**src/rtl/svm_dot_accum.sv**
```systemverilog
// Streaming multiply-accumulate: one signed dot product per support vector,
// with partial-vector flush on stop and a sticky overrun flag.
module svm_dot_accum #(
  parameter int Features  = 4,
  parameter int Vectors   = 8,
  parameter int DataWidth = 16,
  parameter int AccWidth  = 48
) (
  input  logic                 clk,
  input  logic                 rst,
  input  logic                 in_start,
  input  logic                 in_valid,
  input  logic                 in_stop,
  input  logic [DataWidth-1:0] sv_data,
  input  logic [DataWidth-1:0] x_data,
  output logic                 out_valid,
  output logic [31:0]          out_vector,
  output logic [AccWidth-1:0]  out_dot,
  output logic                 out_partial,
  output logic                 frame_done,
  output logic                 overrun
);

  localparam int FW = (Features > 1) ? $clog2(Features) : 1;
  localparam logic [FW-1:0] FeatLast = FW'(Features - 1);
  localparam int PW = 2 * DataWidth;

  typedef enum logic [1:0] {
    IDLE  = 2'd0,
    ACCUM = 2'd1,
    DONE  = 2'd2
  } state_t;

  state_t              state;
  logic [FW-1:0]       feat_cnt;
  logic [31:0]         vec_cnt;
  logic [AccWidth-1:0] acc;

  logic signed [PW-1:0] prod;
  logic [AccWidth-1:0]  sum;
  logic                 beat;
  logic                 vec_done;
  logic                 vec_full;
  logic [FW-1:0]        feat_after;
  logic [AccWidth-1:0]  acc_after;

  // Accumulator and counter values after this cycle's beat; the stop flush
  // looks at these so a completing beat plus stop yields a single result.
  always_comb begin
    prod       = $signed(sv_data) * $signed(x_data);
    sum        = acc + {{(AccWidth-PW){prod[PW-1]}}, prod};
    vec_full   = (vec_cnt == 32'(Vectors));
    beat       = (state == ACCUM) && in_valid && !in_start && !vec_full;
    vec_done   = beat && (feat_cnt == FeatLast);
    feat_after = feat_cnt;
    acc_after  = acc;
    if (vec_done) begin
      feat_after = '0;
      acc_after  = '0;
    end else if (beat) begin
      feat_after = feat_cnt + 1'b1;
      acc_after  = sum;
    end
  end

  always_ff @(posedge clk) begin
    if (rst) begin
      state       <= IDLE;
      feat_cnt    <= '0;
      vec_cnt     <= '0;
      acc         <= '0;
      out_valid   <= 1'b0;
      out_vector  <= '0;
      out_dot     <= '0;
      out_partial <= 1'b0;
      frame_done  <= 1'b0;
      overrun     <= 1'b0;
    end else begin
      out_valid  <= 1'b0;
      frame_done <= 1'b0;
      if (in_start) begin
        state    <= ACCUM;
        feat_cnt <= '0;
        vec_cnt  <= '0;
        acc      <= '0;
        overrun  <= 1'b0;
      end else if (state == ACCUM) begin
        feat_cnt <= feat_after;
        acc      <= acc_after;
        if (in_valid && vec_full)
          overrun <= 1'b1;
        if (vec_done) begin
          out_dot     <= sum;
          out_vector  <= vec_cnt;
          out_partial <= 1'b0;
          out_valid   <= 1'b1;
          vec_cnt     <= vec_cnt + 32'd1;
        end
        if (in_stop) begin
          state      <= DONE;
          frame_done <= 1'b1;
          if (feat_after != '0) begin
            out_dot     <= acc_after;
            out_vector  <= vec_cnt;
            out_partial <= 1'b1;
            out_valid   <= 1'b1;
          end
        end
      end
    end
  end

endmodule

```
**config.mk**
```make
export PLATFORM = sky130hd
export DESIGN_NAME = svm_dot_accum
export DESIGN_NICKNAME = d
export VERILOG_FILES = /design/src/rtl/svm_dot_accum.sv
export SDC_FILE = /design/constraint.sdc
export NUM_CORES = 1
export LEC_CHECK = 0
export CAP_MARGIN = 25
export CORE_MARGIN = 5
export CORE_UTILIZATION = 35
export CTS_BUF_LIST = sky130_fd_sc_hd__clkbuf_4 sky130_fd_sc_hd__clkbuf_8
export DETAILED_ROUTE_END_ITERATION = 16
export GPL_TIMING_DRIVEN = 0
export MAX_ROUTING_LAYER = met4
export PLACE_DENSITY = 0.64
export RECOVER_POWER = 100
export SYNTH_ARGS = -nofsm -noshare
export SYNTH_HDL_FRONTEND = slang
export SYNTH_SLANG_ARGS = --single-unit
```
**constraint.sdc**
```tcl
create_clock -name clk -period 10 [get_ports clk]
set_clock_uncertainty 0.05 [all_clocks]
set_input_delay 2 -clock clk [delete_from_list [all_inputs] [get_ports clk]]
set_output_delay 2 -clock clk [all_outputs]
set_load 0.02 [all_outputs]
```
# [After elaboration in Yosys (flattened, before gate mapping)]
# Cells that the tools add are included.
[totals] inputBits=37 output_inout_bits=84 word_cells=57 ff_bits=168
[classes] n_mux=20 eq_ne=3 n_bitwise=2 n_mul=1 addsub=3 reduce_logical=17
[op_table] operator="2-to-1 mux 48 bit" n=5
[op_table] operator="2-to-1 mux 32 bit" n=3
[op_table] operator="adder 48 bit" n=1
[op_table] operator="adder 32 x 1 -> 32 bit (second input constant)" n=1
[op_table] operator="== test 32 x 4 -> 1 bit (second input constant)" n=1
[op_table] operator="multiplier 16 x 16 -> 32 bit" n=1
[op_table] operator="2-to-1 mux 1 bit" n=10
[op_table] operator="AND reduction 2 bit" n=5
[op_table] operator="nonzero test 2 bit" n=3
[op_table] operator="logical AND 1 bit" n=5
[op_table] operator="2-to-1 mux 2 bit" n=2
[op_table] operator="OR reduction 3 bit" n=1
[op_table] operator="adder 2 x 1 -> 2 bit (second input constant)" n=1
[op_table] operator="== test 2 x 1 -> 1 bit (second input constant)" n=1
[op_table] operator="== test 2 bit (second input constant)" n=1
[op_table] operator="zero test 1 bit" n=2
[op_table] operator="inverter 1 bit" n=2
[op_table] operator="OR reduction 2 bit" n=1

# [Longest topological paths before layout]
# Gate-level depths: netlist of run 1.
[depth] word_depth=9 depth_mapped=36 ltp_nobuf=34

# [Worst setup path after synthesis of run 1]
# Ideal clock, no wire load.
[synth_timing] kind="input to register" startpoint="in sv_data[15]" endpoint="reg out_dot[46]" t_required_ns=9.818 path_stages=29 path_buffers=2 setup_time_ns=0.132 t_arrival_ns=10.185 setup_slack_ns=-0.367 path_cell_list="clkbuf_1 -> nand2_1 -> inv_1 -> fa_1 -> fa_1 -> fa_1 -> fa_1 -> fa_1 -> fa_1 -> ha_1 -> a21o_1 -> a21o_1 -> a21oi_1 -> nand3_2 -> a31o_4 -> a211oi_4 -> xnor2_1 -> ha_1 -> buf_2 -> nand2_1 -> or4_1 -> or3_1 -> o32ai_1 -> nor4bb_1 -> o31ai_1 -> a21oi_2 -> xnor2_2 -> a221oi_1 -> a21oi_1"
[synth_between] elab_chain_cells=6 elab_cells_between_ends=7 classes_between="1 x add/sub; 1 x mul; 5 x mux"
[synth_lines] element="start: declaration" line_no="14" text="input logic [DataWidth-1:0] sv_data,"
[synth_lines] element="multiplier 16 x 16 -> 32 bit *" line_no="50" text="prod = $signed(sv_data) * $signed(x_data);"
[synth_lines] element="adder 48 bit *" line_no="51" text="sum = acc + {{(AccWidth-PW){prod[PW-1]}}, prod};"
[synth_lines] element="2-to-1 mux 48 bit" line_no="60" text="end else if (beat) begin"
[synth_lines] element="2-to-1 mux 48 bit" line_no="57" text="if (vec_done) begin"
[synth_lines] element="2-to-1 mux 48 bit" line_no="102" text="if (feat_after != '0) begin"
[synth_lines] element="2-to-1 mux 48 bit *" line_no="99" text="if (in_stop) begin"
[synth_lines] element="end signal: assignment" line_no="93" text="out_dot <= sum;"
[synth_lines] element="end signal: assignment" line_no="103" text="out_dot <= acc_after;"
[synth_lines] element="end: declaration" line_no="18" text="output logic [AccWidth-1:0] out_dot,"
# Mark *: on every way between the ends. The rest lies on a longest branch, timed or not.
# A chain may end at the register's enable or synchronous reset.

# [Worst setup path after layout of run 1]
[layout_timing] startpoint="in x_data[4]" endpoint="reg out_dot[46]"
[layout_between] elab_chain_cells=6 elab_cells_between_ends=7 classes_between="1 x add/sub; 1 x mul; 5 x mux"
[layout_lines] element="start: declaration" line_no="15" text="input logic [DataWidth-1:0] x_data,"
[layout_lines] element="multiplier 16 x 16 -> 32 bit *" line_no="50"
[layout_lines] element="adder 48 bit *" line_no="51"
[layout_lines] element="2-to-1 mux 48 bit" line_no="60"
[layout_lines] element="2-to-1 mux 48 bit" line_no="57"
[layout_lines] element="2-to-1 mux 48 bit" line_no="102"
[layout_lines] element="2-to-1 mux 48 bit *" line_no="99"
# Marks and branches as above.

==> impl_metrics.json, run 1 <==
{
  "min_period_over_period_pct": 99.08,
  "crit_path_end_kind": "register",
  "drt-pass1-iter-count": 6,
  "crit_family": "adder cells",
  "worst_skew_pair.late_latency_ps": 470,
  "grt_first_pass_wirelength_mm": 93.14,
  "htreeDepth": 4,
  "dieWidth_um": 244.8,
  "holdBufCountCts": 0,
  "antenna_found_initial": 0,
  "cp.required_ps": 10280,
  "drive_gt1_share_pct": 10.02,
  "ys_seq_elements": 168,
  "die-area_um2": 59910,
  "ant_nets": 0,
  "crit_slowest_cell": "or4_4",
  "initial_core_util_pct": 35.15,
  "fillers": 5404,
  "areaGrowthSynthToFinish_pct": 18.03,
  "tightest_slew_ps": 1615,
  "synthDistinctLibCells": 96,
  "slew_violations": 10,
  "relSlewSlack_pct": -8.817,
  "wl_per_cell_um": 18.76,
  "grt_usage_pct": 20.02,
  "grt_pass1_vias": 17020,
  "fp.dieH_um": 244.8,
  "cp-start-kind": "primary input",
  "vias_per_cell": 5.341,
  "hold_class": "reg2reg",
  "clock-sinks": 168,
  "ys.flop_type": "dfxtp_1",
  "clk_path_buf_depth": 2,
  "syn_area_um2": 19290,
  "gp_congestion": 0.9270,
  "async_flop_share_pct": 0,
  "cts_root_buffer": "clkbuf_8",
  "yosys_warnings": 0,
  "num_rows": 86,
  "holdWs_ps": 406.9,
  "synth_cells": 2255,
  "overflow": 0,
  "io_buffers": 120,
  "synth-seq-area-share_pct": 17.44,
  "synth_edf_count": 0,
  "setup_viol": 0,
  "postSynthAreaPerCell_um2": 8.554,
  "numCtsBuffers": 17,
  "diodes": 0,
  "route.vias.total": 16830,
  "drt-total-wl_mm": 59.11,
  "crit_type": "in2reg",
  "path_common_cell": "fa_1",
  "final_util_pct": 41.49,
  "status": "complete, but fails checks",
  "syn-num-nets": 2687,
  "crit_buf_inv": 7,
  "core_area_um2": 54880,
  "final_nets": 2865,
  "max-cap-violations": 1,
  "rsz0062_at_grt": "true",
  "worstPathArrival_ps": 10190,
  "setup_tns_ps": 0,
  "max_stage_delay_ps": 570,
  "fin_crit_ps": 9908,
  "cts_tree": "done",
  "hold_viol": 0,
  "grt_max_degree": 17,
  "drtIter0Drc": 1283,
  "clkTransAtPathRegs_ps": 100,
  "ios": 121,
  "post-route-drc-count": 0,
  "path_max_fanout": 7,
  "place_hpwl_mm": 47.05,
  "max_clock_freq_ghz": 0.1009,
  "violations": "capacitance limit, slew limit"
}
-- metal layers --
metal	share of wire (%)	wire, um	global-route usage [%]
met3	7.8	4601	4.421
met4	2.7	1600	5.462
met5	0	0	-
met2	47	27550	31.27
met1	43	25350	26.51
-- worst paths after layout --
| check | startpoint | end | slack [ps] | cells past startpoint |
|---|---|---|---|---|
| worst max-delay path | x_data[4] | out_dot[46] | 90 | 36 |
| worst min-delay path | out_vector[25] | out_vector[25] | 410 | 2 |
| worst max register to register | vec_cnt[0] | out_vector[6] | 4870 | 12 |
| worst min register to register | out_vector[25] | out_vector[25] | 410 | 2 |
-- cell usage after synthesis, types with 22 or more instances --
| cell | count | area, um2 |
|---|---|---|
| a211oi_1 | 26 | 195.2 |
| a21o_1 | 41 | 307.8 |
| a21oi_1 | 143 | 715.7 |
| a22oi_1 | 25 | 187.7 |
| and2_1 | 131 | 819.5 |
| clkbuf_1 | 79 | 296.5 |
| dfxtp_1 | 168 | 3363 |
| fa_1 | 263 | 5265 |
| ha_1 | 132 | 1652 |
| inv_1 | 306 | 1149 |
| nand2_1 | 282 | 1059 |
| nand3_1 | 28 | 140.1 |
| nor2_1 | 155 | 581.8 |
| nor3_1 | 28 | 140.1 |
| o21ai_0 | 38 | 190.2 |
| o22ai_1 | 22 | 137.6 |
| xnor2_1 | 57 | 499.2 |
| xor2_1 | 43 | 376.6 |
-- sequential cells by signal, indices dropped and copies added (netlist names) --
register / count
acc: 48
out_dot: 48
out_partial: 1
out_valid: 1
out_vector: 32
vec_cnt: 32
frame_done: 1
overrun: 1
state: 2
feat_cnt: 2
-- cells in the final DEF (no fill, tap or decap), drive strengths merged, types with 58 or more instances in the layout --
master / n
dlygate4sd3: 86
buf: 84
nor2: 156
and2: 133
inv: 313
a21oi: 145
o21ai: 60
nand2: 283
dfxtp: 168
ha: 132
fa: 263
clkbuf: 103
xnor2: 58
-- what timing repair did --
| action | in CTS | in global routing |
|---|---|---|
| endpoints found under the setup margin | 51 | 26 |
| buffers inserted | 27 | 17 |
| resized for setup | 276 | 79 |
| pin swaps | 37 | 57 |
-- cells by family after synthesis --
logic type | after synthesis | synth area share, %
compound gates | 433 | 14.86
xor+xnor | 102 | 4.742
fa+ha+maj | 396 | 35.91
buf+inv | 411 | 8.387
flops | 168 | 17.44
mux | 5 | 0.2595
simple gates | 740 | 18.40
-- worst min-delay path: stages, from the launching register on --
cell and delay (ps):
dfxtp_1 320, nand2_1 50, a21oi_1 50
-- per-stage QoR --
step                      worst slack (ps)  std cells  cell area (um2)
after floorplan                      25.96       2255            19320
after global placement               -2050       3079            21400
after detailed placement             -2112       3079            21400
after CTS                           0.1190       3137            22540
after global routing                -157.6       3150            22770
final                                91.51       3150            22770
-- final cells by class --
type | count | area [um2] | area share, %
multi-input cells | 1676 | 14700 | 64.57
repair buffers | 164 | 1530 | 6.721
well taps | 704 | 880.8 | 3.869
plain buffers | 99 | 725.7 | 3.188
inverters | 307 | 1152 | 5.062
clock buffers | 19 | 255.2 | 1.121
flip-flops and latches | 168 | 3363 | 14.77
clock inverters | 13 | 158.9 | 0.6980
Power of run 1 is not shown: default switching activity piles up to over one toggle a cycle in this logic, so the estimate is an artifact.
==> inputs of run 2 (changes only) <==
- CAP_MARGIN: 25 -> 10
- SLEW_MARGIN: unset -> 20
==> results of run 2 <==
Final layout, timing and power as in run 1 (identical DEF).
Power of run 2 is left out for the same reason.
